===== src/rtl/seg_display_ctrl.sv =====
// Score display sequencer: source select, multi-cycle binary-to-BCD conversion, 4-digit scan.
// Optional leading-zero blanking is enabled by defining SEG_LZ_BLANK_EN.
module seg_display_ctrl #(
    parameter int SCAN_DIV = 65536,
    parameter int ALT_DIV  = 50000000,
    parameter int MAX_VAL  = 9999
) (
    input  logic        clk,
    input  logic        rst,
    input  logic [13:0] score,
    input  logic        score_vld,
    input  logic [13:0] hiscore,
    input  logic        game_over,
    output logic [6:0]  seg,
    output logic [3:0]  an,
    output logic        show_hi,
    output logic        busy,
    output logic [1:0]  dbg_state
);

    localparam int SCAN_W = (SCAN_DIV > 1) ? $clog2(SCAN_DIV) : 1;
    localparam int ALT_W  = $clog2(ALT_DIV);
    localparam logic [SCAN_W-1:0] SCAN_LAST = SCAN_W'(SCAN_DIV - 1);
    localparam logic [ALT_W-1:0]  ALT_LAST  = ALT_W'(ALT_DIV - 1);
    localparam logic [13:0]       MAX_V     = 14'(MAX_VAL);

    typedef enum logic [1:0] {
        ST_IDLE = 2'd0,
        ST_CONV = 2'd1,
        ST_LOAD = 2'd2
    } conv_state_e;

    // ---------------- source select ----------------
    logic [ALT_W-1:0] alt_cnt_q, alt_cnt_d;
    logic             show_hi_q, show_hi_d;
    logic             alt_wrap;
    logic             req;
    logic [13:0]      src_raw;
    logic [13:0]      src_clamped;

    always_comb begin
        alt_wrap  = game_over && (alt_cnt_q == ALT_LAST);
        alt_cnt_d = '0;
        show_hi_d = 1'b0;
        if (game_over) begin
            alt_cnt_d = alt_wrap ? '0 : alt_cnt_q + 1'b1;
            show_hi_d = show_hi_q ^ alt_wrap;
        end
        // Leaving game-over while the high score is up must restore the score.
        req         = (score_vld && !show_hi_q) || alt_wrap || (!game_over && show_hi_q);
        src_raw     = show_hi_d ? hiscore : score;
        src_clamped = (src_raw > MAX_V) ? MAX_V : src_raw;
    end

    always_ff @(posedge clk) begin
        if (rst) begin
            alt_cnt_q <= '0;
            show_hi_q <= 1'b0;
        end else begin
            alt_cnt_q <= alt_cnt_d;
            show_hi_q <= show_hi_d;
        end
    end

    // ---------------- BCD conversion ----------------
    conv_state_e state_q;
    logic [13:0] bin_q;
    logic [15:0] sh_q;
    logic [15:0] sh_adj;
    logic [3:0]  iter_q;
    logic        pending_q;
    logic        busy_q;
    logic [15:0] disp_q;

    always_comb begin
        sh_adj = sh_q;
        for (int n = 0; n < 4; n++) begin
            if (sh_q[n*4 +: 4] >= 4'd5) begin
                sh_adj[n*4 +: 4] = sh_q[n*4 +: 4] + 4'd3;
            end
        end
    end

    always_ff @(posedge clk) begin
        if (rst) begin
            state_q   <= ST_IDLE;
            bin_q     <= '0;
            sh_q      <= '0;
            iter_q    <= '0;
            pending_q <= 1'b0;
            busy_q    <= 1'b0;
            disp_q    <= '0;
        end else begin
            case (state_q)
                ST_IDLE: begin
                    if (req) begin
                        bin_q   <= src_clamped;
                        sh_q    <= '0;
                        iter_q  <= '0;
                        busy_q  <= 1'b1;
                        state_q <= ST_CONV;
                    end
                end
                ST_CONV: begin
                    if (req) begin
                        pending_q <= 1'b1;
                    end
                    sh_q   <= {sh_adj[14:0], bin_q[13]};
                    bin_q  <= {bin_q[12:0], 1'b0};
                    iter_q <= iter_q + 4'd1;
                    if (iter_q == 4'd13) begin
                        state_q <= ST_LOAD;
                    end
                end
                ST_LOAD: begin
                    disp_q <= sh_q;
                    // A request seen while converting restarts at once with the latest source.
                    if (pending_q || req) begin
                        pending_q <= 1'b0;
                        bin_q     <= src_clamped;
                        sh_q      <= '0;
                        iter_q    <= '0;
                        state_q   <= ST_CONV;
                    end else begin
                        busy_q  <= 1'b0;
                        state_q <= ST_IDLE;
                    end
                end
                default: begin
                    state_q <= ST_IDLE;
                end
            endcase
        end
    end

    // ---------------- digit scan ----------------
    logic [SCAN_W-1:0] scan_cnt_q;
    logic [1:0]        idx_q;
    logic [6:0]        seg_q, seg_d;
    logic [3:0]        an_q, an_d;
    logic [3:0]        nib;
    logic              blank;

    function automatic logic [6:0] decode7(input logic [3:0] d);
        case (d)
            4'd0:    return 7'b1000000;
            4'd1:    return 7'b1111001;
            4'd2:    return 7'b0100100;
            4'd3:    return 7'b0110000;
            4'd4:    return 7'b0011001;
            4'd5:    return 7'b0010010;
            4'd6:    return 7'b0000010;
            4'd7:    return 7'b1111000;
            4'd8:    return 7'b0000000;
            4'd9:    return 7'b0010000;
            default: return 7'b1111111;
        endcase
    endfunction

    always_comb begin
        nib   = disp_q[{idx_q, 2'b00} +: 4];
        blank = 1'b0;
`ifdef SEG_LZ_BLANK_EN
        case (idx_q)
            2'd3:    blank = (disp_q[15:12] == 4'd0);
            2'd2:    blank = (disp_q[15:8] == 8'd0);
            2'd1:    blank = (disp_q[15:4] == 12'd0);
            default: blank = 1'b0;
        endcase
`endif
        seg_d = blank ? 7'h7F : decode7(nib);
        an_d  = ~(4'b0001 << idx_q);
    end

    always_ff @(posedge clk) begin
        if (rst) begin
            scan_cnt_q <= '0;
            idx_q      <= '0;
            seg_q      <= 7'h7F;
            an_q       <= 4'hF;
        end else if (scan_cnt_q == SCAN_LAST) begin
            scan_cnt_q <= '0;
            idx_q      <= idx_q + 2'd1;
            seg_q      <= seg_d;
            an_q       <= an_d;
        end else begin
            scan_cnt_q <= scan_cnt_q + 1'b1;
        end
    end

    assign seg       = seg_q;
    assign an        = an_q;
    assign show_hi   = show_hi_q;
    assign busy      = busy_q;
    assign dbg_state = state_q;

endmodule

===== config.mk =====
export PLATFORM = sky130hd
export DESIGN_NAME = seg_display_ctrl
export DESIGN_NICKNAME = d
export VERILOG_FILES = /design/src/rtl/seg_display_ctrl.sv
export SDC_FILE = /design/constraint.sdc
export NUM_CORES = 1
export LEC_CHECK = 0
export ABC_AREA = 1
export BUFFER_PORTS_ARGS = -buffer_cell sky130_fd_sc_hd__buf_2
export CORE_MARGIN = 10
export CORE_UTILIZATION = 55
export DETAILED_ROUTE_END_ITERATION = 8
export PLACE_DENSITY = 0.83
export SLEW_MARGIN = 20
export SYNTH_ARGS = -nofsm -noshare
export SYNTH_HDL_FRONTEND = slang
export SYNTH_SLANG_ARGS = --single-unit

===== constraint.sdc =====
create_clock -name clk -period 6.05 [get_ports clk]
set_clock_uncertainty 0.1 [all_clocks]
set_input_delay 0 -clock clk [delete_from_list [all_inputs] [get_ports clk]]
set_output_delay 0 -clock clk [all_outputs]
set_load 0.02 [all_outputs]

After elaboration in Yosys (flattened, before gate mapping)
Memories as Yosys holds them, arrays and structs flattened. A register that Yosys moved wholly into a read port is not among the register bits.
Cells that the tools add are included.
{"block": "classes", "n_eq_ne": 10, "n_reduce_logical": 18, "order_cmp": 5, "n_addsub": 8, "n_mux": 25, "shift": 2, "bitwise_logic": 3}
{"op": "$mux W14", "count": 4}
{"op": "$pmux W16 S3", "count": 1}
{"op": "$pmux W14 S3", "count": 1}
{"op": "$mux W16", "count": 2}
{"op": "$add A26 B1 Y26 const B", "count": 1}
{"op": "$eq A26 B26 Y1 const B", "count": 1}
{"op": "$mux W4", "count": 5}
{"op": "$add A16 B1 Y16 const B", "count": 1}
{"op": "$eq A16 B16 Y1 const B", "count": 1}
{"op": "$ge A4 B3 Y1 const B", "count": 4}
{"op": "$shiftx A16 B5 Y4", "count": 1}
{"op": "$gt A14 B14 Y1 const B", "count": 1}
{"op": "$add A4 B2 Y4 const B", "count": 3}
{"op": "$pmux W4 S3", "count": 1}
{"op": "$ne A2 B2 Y1 const B", "count": 5}
{"op": "$reduce_and A3 Y1", "count": 3}
{"op": "$pmux W2 S3", "count": 1}
{"op": "$mux W1", "count": 5}
{"op": "$add A4 B1 Y4 const B", "count": 1}
{"op": "$eq A4 B4 Y1 const B", "count": 1}
{"op": "$mux W2", "count": 2}
{"op": "$not A4 Y4", "count": 1}
{"op": "$pmux W1 S2", "count": 2}
{"op": "$reduce_bool A2 Y1", "count": 2}
{"op": "16 further kinds", "count": 21}
{"block": "totals", "romBits": 112, "inputBits": 32, "memories": 1, "reg_bits": 103, "output_inout_bits": 15, "word_cells": 84}
{"memory": "(no name shown)", "depth": 16, "word_bits": 7, "read_ports": 1, "rd_ports_with_merged_regs": 1, "write_ports": 0, "line_no": "145", "text": "case (d)"}

Logic depth before layout (Yosys ltp)
{"block": "logic_depth", "depth_word": 9, "depth_mapped": 21, "depth_no_buf": 18}

Worst setup path after synthesis
No wires, ideal clock.
{"block": "synth_path", "path_kind": "register to register", "startpoint": "reg alt_cnt_q[0]", "endpoint": "reg bin_q[3]", "stages_incl_launch_ff": 21, "required_ps": 5828, "setup_ps": 122, "n_path_buf": 2, "path_slack_ps": 3854, "arrival_ps": 1974, "period_less_slack_ps": 2196, "cell_sequence": "dfxtp_1 > ha_1 > nand2_1 > nor2_4 > nand2_1 > nor2_2 > nand2_2 > nand2_4 > nand3_4 > buf_6 > nand2_2 > nand2_1 > nor2_1 > nand2_1 > nand2_1 > nand2_1 > nand2_2 > buf_6 > nand2_1 > nand2_1 > a21oi_2"}
{"block": "synth_via", "elab_chain_len": 9, "word_cells_on_any_way": 16, "classes_between": "order compare (1); eq/ne (3); mux (6); bitwise (1); reduce/logical (5)"}
{"item": "from (decl)", "line_no": "34", "text": "logic [ALT_W-1:0] alt_cnt_q, alt_cnt_d;"}
{"item": "from (signal assigned)", "line_no": "60", "text": "alt_cnt_q <= alt_cnt_d;"}
{"item": "$eq A26 B26 Y1 *", "line_no": "42", "text": "alt_wrap = game_over && (alt_cnt_q == ALT_LAST);"}
{"item": "$logic_and A1 B1 Y1 *", "line_no": "42"}
{"item": "$xor A1 B1 Y1", "line_no": "47", "text": "show_hi_d = show_hi_q ^ alt_wrap;"}
{"item": "$mux W1", "line_no": "45", "text": "if (game_over) begin"}
{"item": "$mux W14", "line_no": "51", "text": "src_raw = show_hi_d ? hiscore : score;"}
{"item": "$gt A14 B14 Y1", "line_no": "52", "text": "src_clamped = (src_raw > MAX_V) ? MAX_V : src_raw;"}
{"item": "$mux W14", "line_no": "52"}
{"item": "$mux W14 (on tied branches)", "line_no": "118, 96"}
{"item": "$pmux W14 S3", "line_no": "94", "text": "case (state_q)"}
{"item": "to (signal assigned)", "line_no": "97", "text": "bin_q <= src_clamped;"}
{"item": "to (signal assigned)", "line_no": "109", "text": "bin_q <= {bin_q[12:0], 1'b0};"}
{"item": "to (signal assigned)", "line_no": "120", "text": "bin_q <= src_clamped;"}
{"item": "to (decl)", "line_no": "67", "text": "logic [13:0] bin_q;"}
Mark *: on every way between the ends. The rest lies on a longest branch, timed or not. The select of a mux whose other input is x is not followed.
A chain may end at the register's enable or synchronous reset.

Worst setup path in the final report
{"block": "layout_path", "startpoint": "reg alt_cnt_q[0]", "endpoint": "reg bin_q[9]"}
The elaborated chain is that of the path after synthesis.

==> flow_results.org <==
** Logic synthesis
- After synthesis the netlist holds a flip-flop and latch count of 110.
- For this run, the leading register cell type out of synthesis is dfxtp_1.
- Proportion of synthesized chip area in sequential cells :: 40.6%
- Each instance of the synthesized netlist takes up on average 7.30 µm².
- Asr flop ratio synth :: 0%
- After synthesis, the netlist uses 46 different library cells.
- The synthesized netlist occupies a cell area of 0.00543 mm².
- The number of nets handed over by synthesis was 797.
- EDFF count, synth :: 0
- Post-Synthesis Cells :: 744
- During synthesis, Yosys emitted a total of 0 warnings.

** Place
- After detailed placement, the total cell area comes to 0.00572 mm².
- Final Wtd Congestion :: 0.848
- Placed wire-length estimate after detailed placement :: 8.49 mm
- In this run the tool buffered the top-level ports with 46 buffer cells.

** Clock tree
- TritonCTS built the clock tree.
- Maximum buffer depth of the clock tree :: 2
- Deepest level of the CTS H-tree :: 3
- Sink Count :: 110
- Clk pin slew, worst setup/hold paths :: 0.11 ns
- The clock reaches the later pin of the worst-skew pair after 0.37 ns.
- Buffer type at the clock tree root :: clkbuf_8
- Number of gates resized after cts :: 0
- Post-CTS Setup Inserts :: 0
- Number of CTS-inserted buffers :: 9

** Global routing
- The first global-routing pass estimated 21.1 mm of wire.
- Maximum number of pins on one net before global-route repair :: 39
- Overflow after GRT :: 0
- Combined global-route utilization of all metal layers :: 16.9%
- Number of antenna violations at the first check in global routing :: 0
- Vias in the first global route :: 4867

** STA
- Timing would allow up to 0.303 GHz.
- Final min period :: 3.30 ns
- The number of max-slew violations in the final report is 0.
- The final hold violation count was 0.
- Worst-case headroom to the max-slew limit :: 41.5%
- Adding up every negative setup slack in the final design gives 0 ns.
- Pin slew with the least headroom to its limit :: 0.876 ns
- Setup violators final :: 0
- Setup repair after global routing missed its margin :: no
- Portion of the clock cycle consumed by the worst path in the final layout :: 54.5%

** Drt
- Detail-routed via count per cell :: 5.37
- Routed vias :: 5023
- Pre-Repair DR Iteration Count :: 5
- In this run the remaining antenna-violating nets after routing total 0.
- After detailed routing, the total wire length is 11.9 mm.
- Residual DRC count :: 0
- After the first detailed-routing iteration, the DRC count stood at 431.
- Mean routed wirelength per cell :: 12.8 µm

** Layout
- Most common cell after layout, fill and taps aside :: nand2_1
- For this run, the post-layout net count is 851.
- Sequential cell area in the final layout :: 0.00220 mm²
- In the layout the commonest cells are nand2_1 (136), dfxtp_1 (110), inv_1 (83).
- N_diodes :: 0
- Share of layout cells above drive strength 1 :: 12.6%
- Utilization after layout :: 62.9%
- Footprint of the multi-input gates :: 0.00275 mm²
- Layout area overhead :: 12.1%
- Fill count :: 842
- Final design instance area without fill :: 0.00609 mm²

** Power
- In this run the power density over the cells is 207 mW/mm².
- Of the total power, combinational logic draws 8.1%.
- Cell Int Power :: 0.000935 W
- Net switching power :: 0.000328 W
- Leakage :: 2.40 nW
- Power comes to 0.00126 W.
- In this run, flip-flops and latches consume 59.1% of the power.
- Net switching is 26.0% of the power.
- The share of total power dissipated in the clock network is 32.8%.
- Worst ir drop on vdd :: 0.000121 V

** Worst setup path
- Worst path required time :: 6.18 ns
- In this run the register-to-register setup slack is 2.75 ns.
- STA classifies the critical path startpoint as a flip-flop.
- In this run the worst path has a maximum fanout of 28.
- Data arrival at the endpoint of the critical path :: 3.43 ns
- Nature of the critical path endpoint :: flip-flop
- Crit Path Category :: flip-flop to flip-flop

** Hold path
- The path class of the tightest hold or removal check is input port to flip-flop.

** Die
- Floorplan core area :: 0.00968 mm²
- # rows :: 36
- Once the floorplan was initialized, standard cells occupied 56.1% of the core.
- In this run the vertical extent of the chip is 119 µm.
- Horiz. Die Dim :: 119 µm
- Die area :: 0.0142 mm²
- In this run the count of I/O pins placed on the die edge is 47.

** Status
- Result of the run :: completed

** Run
- Maximum capacitance violations :: 0
[timing repair]
action / CTS / global route
hold buffers: 19 / 0
hold endpoints to repair: 24 / 0
setup endpoints to repair: 0 / 0
[synthesized netlist by cell type, types with 3 or more instances]
library cell	number	area, µm²
a211oi_1	3	22.5
a21oi_1	82	410
a21oi_2	4	35.0
a31oi_1	5	31.3
a32o_1	5	50.1
a32oi_1	3	26.3
and3_1	4	25.0
buf_2	6	30.0
buf_6	3	33.8
clkbuf_1	14	52.6
dfxtp_1	110	2200
ha_1	21	263
inv_1	83	312
inv_2	7	26.3
nand2_1	136	510
nand2_2	7	43.8
nand3_1	29	145
nand4_1	11	68.8
nor2_1	80	300
nor2_2	3	18.8
nor2_4	4	45.0
nor3_1	17	85.1
nor3b_1	3	22.5
o211ai_1	6	45.0
o21a_1	3	22.5
o21ai_0	52	260
o22ai_1	4	25.0
or2_2	8	50.1
xor2_1	7	61.3
[kinds of logic (layout without fill, tap and decap cells)]
logic type	after synthesis	count (layout)	share of synthesized area, %
simple gates	309	309	25.6
compound gates	177	177	18.6
xor+xnor	9	9	1.45
mux	1	1	0.184
flops	110	110	40.6
fa+ha+maj	21	21	4.84
buf+inv	117	175	8.73
[metrics by stage]
stage	setup WS [ns]	hold WS, ns	cells
final	2.75	0.0288	935
after global routing	2.40	0.0546	935
after CTS	2.81	0.00230	935
after detailed placement	2.85	0.252	901
after global placement	3.06	0.231	901
after floorplan	3.85	0.105	744
[final timing paths]
| kind | to | cells after the start | start |
|---|---|---|---|
| worst max register to register | bin_q[9] | 15 | alt_cnt_q[0] |
| worst min register to register | alt_cnt_q[0] | 1 | alt_cnt_q[0] |
| worst max-delay path | bin_q[9] | 15 | alt_cnt_q[0] |
| worst min-delay path | bin_q[8] | 7 | score[8] |
[routing by layer]
layer	GRT usage, %	wire length, µm	part of all wire (%)
met5	0	0	0
met1	20.6	5390	45
met3	3.97	771	6.5
met2	28.1	5540	46
met4	7.16	243	2.0
[worst max-delay path: stages (launching register included)]
cell and delay [ns]:
dfxtp_1 0.34, ha_1 0.20, nand2_1 0.12, nor2_4 0.06, nand2_1 0.07, nor2_2 0.04
nand2_2 0.09, o21ai_0 0.09, a21oi_1 0.27, nand2_1 0.13, nand2_1 0.08, inv_1 0.06
nor2_2 0.66, inv_2 0.40, o21ai_0 0.36, a21oi_2 0.06
[area by class of cell]
class / count / share of cell area [%]
timing repair buffer: 68 / 7.27
tap: 133 / 2.73
inverter: 92 / 5.67
multi-input combinational: 517 / 45.2
clock inverter: 6 / 0.884
clock buffer: 9 / 2.03
sequential: 110 / 36.2
[state kept, by name, indices dropped and copies added, names as in the netlist]
signal,cells
seg,7
show_hi,1
iter_q,4
sh_q,16
busy,1
an,4
pending_q,1
idx_q,2
disp_q,16
scan_cnt_q,16
alt_cnt_q,26
bin_q,14
dbg_state,2
[power groups by stage]
stage / Clock, W / Sequential (W) / Combinational, W
final: 0.000414 / 0.000747 / 0.000102
after global routing: 0.000453 / 0.000749 / 0.000116
after CTS: 0.000422 / 0.000747 / 0.000100
after detailed placement: 0 / 0.000763 / 0.0000907
after global placement: 0 / 0.000762 / 0.0000867
after floorplan: 0 / 0.000762 / 0.0000653
(Power assumes the default switching activity.)
